$ cat src/rtl/sys_array_pkg.sv
// Shared definitions for the systolic array and its processing elements.
//   cell_type_t      : PE weight-handling variant
//   DEF_DATA_WIDTH   : default operand width (accumulator is twice this)
package sys_array_pkg;

  typedef enum logic {
    CELL_LOAD   = 1'b0,  // weight latched on param_load
    CELL_SIMPLE = 1'b1   // weight follows param_data every cycle
  } cell_type_t;

  localparam int DEF_DATA_WIDTH = 8;

endpackage

$ cat src/rtl/sys_array_pe_if.sv
// PE data bus.
//   param_load  : weight load strobe (CELL_LOAD only)
//   input_data  : activation operand
//   prop_data   : partial sum from upstream PE
//   param_data  : weight operand / load value
//   out_data    : registered partial sum to downstream PE
//   prop_param  : registered weight, forwarded to the neighbouring PE
// master = array side driving operands, slave = PE.
interface sys_array_pe_if
  import sys_array_pkg::*;
#(
  parameter int DATA_WIDTH = DEF_DATA_WIDTH
);
  logic                           param_load;
  logic signed [DATA_WIDTH-1:0]   input_data;
  logic signed [2*DATA_WIDTH-1:0] prop_data;
  logic signed [DATA_WIDTH-1:0]   param_data;
  logic signed [2*DATA_WIDTH-1:0] out_data;
  logic signed [DATA_WIDTH-1:0]   prop_param;

  modport master (
    output param_load, input_data, prop_data, param_data,
    input  out_data, prop_param
  );

  modport slave (
    input  param_load, input_data, prop_data, param_data,
    output out_data, prop_param
  );
endinterface

$ cat src/rtl/sys_array_mac.sv
// Combinational signed multiply-add: sum = acc + a * b.
//   a, b : DATA_WIDTH signed operands
//   acc  : 2*DATA_WIDTH signed addend
//   sum  : 2*DATA_WIDTH signed result, wraps modulo 2^(2*DATA_WIDTH)
module sys_array_mac
  import sys_array_pkg::*;
#(
  parameter int DATA_WIDTH = DEF_DATA_WIDTH
) (
  input  logic signed [DATA_WIDTH-1:0]   a,
  input  logic signed [DATA_WIDTH-1:0]   b,
  input  logic signed [2*DATA_WIDTH-1:0] acc,
  output logic signed [2*DATA_WIDTH-1:0] sum
);
  localparam int AW = 2 * DATA_WIDTH;

  logic signed [AW-1:0] a_ext, b_ext, prod;

  // Explicit sign extension so the product is formed at full width;
  // W x W signed always fits in 2W bits (including -2^(W-1) squared).
  assign a_ext = {{DATA_WIDTH{a[DATA_WIDTH-1]}}, a};
  assign b_ext = {{DATA_WIDTH{b[DATA_WIDTH-1]}}, b};
  assign prod  = a_ext * b_ext;
  assign sum   = acc + prod;
endmodule

$ cat src/rtl/sys_array_pe.sv
// Weight-stationary systolic array processing element.
//   clk      : rising-edge clock
//   reset_n  : synchronous reset, active HIGH (1 = reset)
//   bus      : sys_array_pe_if.slave (operands in, out_data/prop_param out)
// out_data <= prop_data + input_data * weight, one cycle latency.
// CELL_LOAD uses the registered weight (new weight visible the cycle
// after the load edge); CELL_SIMPLE uses param_data directly.
module sys_array_pe
  import sys_array_pkg::*;
#(
  parameter int         DATA_WIDTH = DEF_DATA_WIDTH,
  parameter cell_type_t TYPE       = CELL_LOAD
) (
  input  logic           clk,
  input  logic           reset_n,
  sys_array_pe_if.slave  bus
);
  localparam int AW = 2 * DATA_WIDTH;

  logic signed [DATA_WIDTH-1:0] w_q, w_next, mac_w;
  logic signed [AW-1:0]         out_q, mac_sum;

  generate
    if (TYPE == CELL_LOAD) begin : g_load
      always_comb begin
        w_next = w_q;
        if (bus.param_load) w_next = bus.param_data;
      end
      assign mac_w = w_q;
    end else begin : g_simple
      // param_load is deliberately not in any data path so X on it
      // cannot reach the outputs.
      logic unused_param_load;
      assign unused_param_load = bus.param_load;
      assign w_next = bus.param_data;
      assign mac_w  = bus.param_data;
    end
  endgenerate

  sys_array_mac #(.DATA_WIDTH(DATA_WIDTH)) u_mac (
    .a   (bus.input_data),
    .b   (mac_w),
    .acc (bus.prop_data),
    .sum (mac_sum)
  );

  always_ff @(posedge clk) begin
    if (reset_n) begin
      w_q   <= '0;
      out_q <= '0;
    end else begin
      w_q   <= w_next;
      out_q <= mac_sum;
    end
  end

  assign bus.out_data   = out_q;
  assign bus.prop_param = w_q;
endmodule

$ cat src/flat_wrapper.sv
// flat-port wrapper written by rule: the top's interface ports become plain ports
module sys_array_pe_flat import sys_array_pkg::*;
#(
  parameter int         DATA_WIDTH = DEF_DATA_WIDTH,
  parameter cell_type_t TYPE       = CELL_LOAD
)
  (clk, reset_n, bus_param_load, bus_input_data, bus_prop_data, bus_param_data, bus_out_data, bus_prop_param);
  sys_array_pe_if #(.DATA_WIDTH(DATA_WIDTH)) bus_i ();
  input  logic clk;
  input  logic reset_n;
  input wire logic [$bits(bus_i.param_load)-1:0] bus_param_load;
  input wire logic [$bits(bus_i.input_data)-1:0] bus_input_data;
  input wire logic [$bits(bus_i.prop_data)-1:0] bus_prop_data;
  input wire logic [$bits(bus_i.param_data)-1:0] bus_param_data;
  output wire logic [$bits(bus_i.out_data)-1:0] bus_out_data;
  output wire logic [$bits(bus_i.prop_param)-1:0] bus_prop_param;
  assign bus_i.param_load = bus_param_load;
  assign bus_i.input_data = bus_input_data;
  assign bus_i.prop_data = bus_prop_data;
  assign bus_i.param_data = bus_param_data;
  assign bus_out_data = bus_i.out_data;
  assign bus_prop_param = bus_i.prop_param;
  sys_array_pe #(.DATA_WIDTH(DATA_WIDTH), .TYPE(TYPE)) u_core (.clk(clk), .reset_n(reset_n), .bus(bus_i));
endmodule
$ cat config.mk
export PLATFORM = sky130hd
export DESIGN_NAME = sys_array_pe_flat
export DESIGN_NICKNAME = d
export VERILOG_FILES = /design/src/rtl/sys_array_pkg.sv /design/src/rtl/sys_array_pe_if.sv /design/src/rtl/sys_array_mac.sv /design/src/rtl/sys_array_pe.sv /design/src/flat_wrapper.sv
export SDC_FILE = /design/constraint.sdc
export NUM_CORES = 1
export LEC_CHECK = 0
export CAP_MARGIN = 10
export CORE_ASPECT_RATIO = 1.2
export CORE_MARGIN = 2
export CORE_UTILIZATION = 35
export CTS_CLUSTER_DIAMETER = 60
export DETAILED_ROUTE_END_ITERATION = 16
export PLACE_DENSITY_LB_ADDON = 0.2
export SETUP_SLACK_MARGIN = 0.3
export SLEW_MARGIN = 20
export SYNTH_ARGS = -nofsm -noshare
export SYNTH_HDL_FRONTEND = slang
export SYNTH_SLANG_ARGS = --single-unit
$ cat constraint.sdc
create_clock -name clk -period 9.9 [get_ports clk]
set_clock_uncertainty 0.2 [all_clocks]
set_input_delay 0.99 -clock clk [delete_from_list [all_inputs] [get_ports clk]]
set_output_delay 0.99 -clock clk [all_outputs]
set_load 0.03 [all_outputs]
# Yosys cells after proc, flatten, opt, wreduce, memory -nomap -nowiden
# Index checks and enable logic that the tools add are counted.
# W data, S select, Z words.
word_totals:
  ff_bits: 24
  out_inout_bits: 24
  word_cells: 4
classes:
  n_addsub: 1
  mul: 1
ops:
  columns: ["cell", "n"]
  rows:
  - ["$add A16 B16 Y16", 1]
  - ["$mul A8 B8 Y16", 1]

# Logic depth before layout (Yosys ltp)
logic_depth:
  ltp_word: 2
  ltp_mapped: 18

# Hierarchy
# From an unflattened synthesis, not the netlist that was laid out.
hier_totals:
  hier_cells: 361
  hier_area_um2: 3634.7
modules_own_cells:
  columns: ["module", "instances", "cells_each", "area_each_um2", "seq_area_each_um2"]
  rows:
  - ["sys_array_mac", 1, 302, 2917.8, 0.0]
  - ["sys_array_pe", 1, 59, 716.9, 480.5]

# Worst setup path after synthesis
# No wires, ideal clock.
synth_path:
  path_kind: "input to register"
  from: "input bus_input_data[7]"
  to: "register u_core.out_q[15] (netlist: u_core.bus.out_data[15])"
  arrival_time_ns: 5.336
  t_required_ns: 9.629
  setup_slack_ns: 4.293
  stages: 14
  path_cell_list: "and2_1 -> inv_1 -> fa_1 -> inv_1 -> fa_1 -> fa_1 -> fa_1 -> fa_1 -> ha_1 -> a2111o_1 -> o21ai_0 -> a31oi_1 -> or3_1 -> a21oi_1"
synth_between:
  elab_chain_cells: 2
synth_lines:
  columns: ["item", "line_no", "text"]
  rows:
  - ["start: declaration", "flat_wrapper.sv:12", "input wire logic [$bits(bus_i.input_data)-1:0] bus_input_data;"]
  - ["$mul A8 B8 Y16", "sys_array_mac.sv:23", "assign prod = a_ext * b_ext;"]
  - ["$add A16 B16 Y16", "sys_array_mac.sv:24", "assign sum = acc + prod;"]
  - ["end signal: assignment", "sys_array_pe.sv:53", "out_q <= mac_sum;"]
  - ["end: declaration", "sys_array_pe.sv:21", "logic signed [AW-1:0] out_q, mac_sum;"]
# Every way passes these cells.
# A chain may end at the register's enable or synchronous reset.

# Worst setup path in the final report
# Same ends and word-level chain as after synthesis.

==> out/metrics.csv <==
stage,metric,value,unit
floorplan,Initial Util,35.8,%
sta,RSZ-0062 raised after global routing,no,
place,GP Congestion,0.784,
sta,relative slew slack,42.4,%
synth,adder-cell share of the synthesized area,52.9,%
sta,Final Max Tran Viols,0,
route,DR WL/cell,14.2,um
grt,met1 usage,17.2,%
grt,met2 GRT Util,29.3,%
synth,Synth Area in Compound Gates,5.37,%
synth,simple-gate portion of the synthesized area,13.1,%
pwr,peak supply drop,0.101,mV
sta,final hold violations,0,
sta,Final setup viols,0,
cts,total number of H-tree levels,1,
setup_path,"most used cell, CP",fa_1,
cts,clock transition at the registers of the reported paths,0.07,ns
floorplan,die span in y,115,um
route,vias,2563,
setup_path,"Worst Path Class, Setup",input port to register,
cells_and_area,area grow syn2layout,23.1,%
cells_and_area,most frequent cells in the layout,"inv_1 (72), fa_1 (71), clkdlybuf4s50_1 (58)",
sta,final worst setup slack,3.46,ns
setup_path,Max Fanout on Critical Path,9,
synth,main combinational cell family by area after synthesis,adder cells,
setup_path,CP startpoint kind,input port,
setup_path,CP max stage delay,0.64,ns
synth,Post-Syn Instances,360,
cts,"Clk Latency, worst-skew pair",0.26,ns
grt,grt peak-use layer,met2,
synth,"FF+latch count, synth",24,
synth,Yosys top cell area share,39.9,%
route,vias per inst,4.72,
setup_path,crit-path cells,"clkdlybuf4s50_1, and2_1, inv_1, fa_1, inv_1, fa_1, fa_1, fa_1, fa_1, ha_1, a2111o_1, o21ai_0, a31oi_1, or3_1, a21oi_1",
flow_run,Max-Cap Viols,0,
worst_hold_path,Tightest Hold Check Type,register to register,
cts,Post-CTS Resized,0,
synth,mapped cell area,3560,um^2
setup_path,R2R setup slack,4.28,ns
sta,crit share post-route,65.1,%
synth,Synth warnings,0,
route,ANT nets after route,0,
cells_and_area,share of layout cells above drive strength 1,1.20,%
cells_and_area,Antenna diodes,0,
cts,CTS tree,done,
pwr,P per Cell Area,167,nW/um^2
setup_path,Crit path max-delay family,adder cells,
sta,worst-margin pin slew,0.861,ns
place,dpl ws,3.17,ns
synth,"Distinct cells, synth",27,
sta,Final min period,6.44,ns
route,total wire length,7710,um
floorplan,core area,9960,um^2
setup_path,Buffers & Inverters on Critical Path,3,
floorplan,Die Area,11000,um^2
grt,largest net degree at the start of global routing,25,
sta,fmax,155,MHz
route,Initial DRT Pass Iterations,4,
grt,GRT Util Overall,14.9,%
grt,routing usage on met3,1.58,%
synth,Synthesized Nets,503,
synth,XOR/XNOR Fraction of Synth Area,4.43,%
setup_path,crit path max-delay cell type,clkdlybuf4s50_1,
place,Final HPWL DP,6680,um
grt,vias in the first global route,2711,
synth,ranking of synthesized cells by area,"fa_1 (40%), dfxtp_1 (13%), ha_1 (13%)",
synth,sequential area share after synthesis,13.5,%
setup_path,critical path data arrival time,6.42,ns
grt,first-pass GRT wire length,12600,um
pwr,Lkg Pwr,2.13,nW
outcome,outcome,"finished, final reports clean",
setup_path,Worst Setup End Kind,register,
cts,root buffer cell,clkbuf_16,
cts,cts hold-fix bufs,0,
cells_and_area,Nets,561,
setup_path,Worst Path Required,9.87,ns
grt,Overflow after GRT,0,
floorplan,row count,40,
route,Initial DRC Count,57,
cts,TritonCTS buffer count,3,
place,PortBufs,58,
synth,largest area contributor in the netlist,fa_1,
synth,Mean Syn Cell Area,9.89,um^2
route,drt drc,0,
grt,initial antenna violation count,0,
cts,# Post-CTS Setup Buffers,0,
cells_and_area,"most common cell after layout, fill and taps aside",inv_1,
floorplan,Top Ports,59,
synth,mux cell area share after synthesis,2.56,%
sta,final setup TNS,0,ns
cts,clk sink count,24,
cts,deepest clock path buffer count,2,
floorplan,Die W,96.1,um
## logic make-up (layout without fill, tap and decap cells)
| kind of cell | count (synthesis) | in the layout |
|---|---|---|
| DFF | 24 | 24 |
| AOI/OAI and AO/OA | 31 | 31 |
| and+or+nand+nor | 93 | 93 |
| adders and majority gates | 108 | 108 |
| buffers and inverters | 77 | 134 |
| muxes | 9 | 9 |
| xor gates and xnor gates | 18 | 18 |
## cells in the mapped netlist
| cell | n |
|---|---|
| and2_1 | 32 |
| xnor2_1 | 15 |
| o211ai_1 | 1 |
| o21a_1 | 3 |
| inv_1 | 72 |
| nand2_1 | 28 |
| mux2_2 | 1 |
| a211oi_1 | 2 |
| xor2_1 | 3 |
| nor2_1 | 17 |
| clkbuf_1 | 5 |
| a21o_1 | 1 |
| ha_1 | 37 |
| dfxtp_1 | 24 |
| a31oi_1 | 1 |
| o21ai_0 | 10 |
| nand2b_1 | 1 |
| nor3_1 | 1 |
| a21oi_1 | 9 |
| a2111o_1 | 1 |
| or3_1 | 2 |
| fa_1 | 71 |
| a2111oi_0 | 1 |
| o32ai_1 | 1 |
| nor2b_1 | 12 |
| mux2i_1 | 8 |
| a211o_1 | 1 |
## per-stage QoR
stage	area [um^2]	hold slack, ns	power, W	util [%]	cells
finish	4390	0.484	0.000733	44.0	543
global route	4390	0.538	0.000799	44.0	543
CTS	4390	0.480	0.000752	44.0	543
detailed placement	4280	0.463	0.000628	43.0	539
global placement	4280	0.465	0.000623	43.0	539
floorplan	3560	0.498	0.000483	-	360
## cell type report
cell class / count / area, um^2
Multi-Input combinational cell: 259 / 2790
Inverter: 72 / 270
Clock inverter: 1 / 30.0
Fill cell: 1003 / 5570
Clock buffer: 3 / 75.1
Tap cell: 126 / 158
Sequential cell: 24 / 480
Timing Repair Buffer: 58 / 581
## worst paths after layout
check / from / end / depth (start not counted)
worst max-delay path: bus_input_data[7] / u_core.bus.out_data[15] / 15
worst min-delay path: u_core.bus.prop_param[0] / u_core.bus.prop_param[0] / 2
worst max register to register: u_core.bus.prop_param[0] / u_core.bus.out_data[15] / 14
worst min register to register: u_core.bus.prop_param[0] / u_core.bus.prop_param[0] / 2
## metal layers
metal / up-vias / routed length, um / share of wire [%]
met3: 2 / 294 / 3.8
met5: - / 0 / 0
met4: 0 / 40 / 0.52
met2: 50 / 4380 / 57
li1: 1212 / - / -
met1: 1299 / 2990 / 39
## worst min-delay path: stages, from the launching register on
cell and delay (ns):
dfxtp_1 0.42, mux2i_1 0.17, nor2_1 0.05
## power breakdown
| group | internal [W] | switching [W] |
|---|---|---|
| Sequential | 0.000121 | 0.0000110 |
| Combinational | 0.000221 | 0.000264 |
| Clock | 0.0000804 | 0.0000362 |
## registers in the layout (all words and copies together), names as in the netlist
signal / flops
u_core.bus.prop_param: 8
u_core.bus.out_data: 16
No activity file was read; power rests on OpenSTA's default activity.
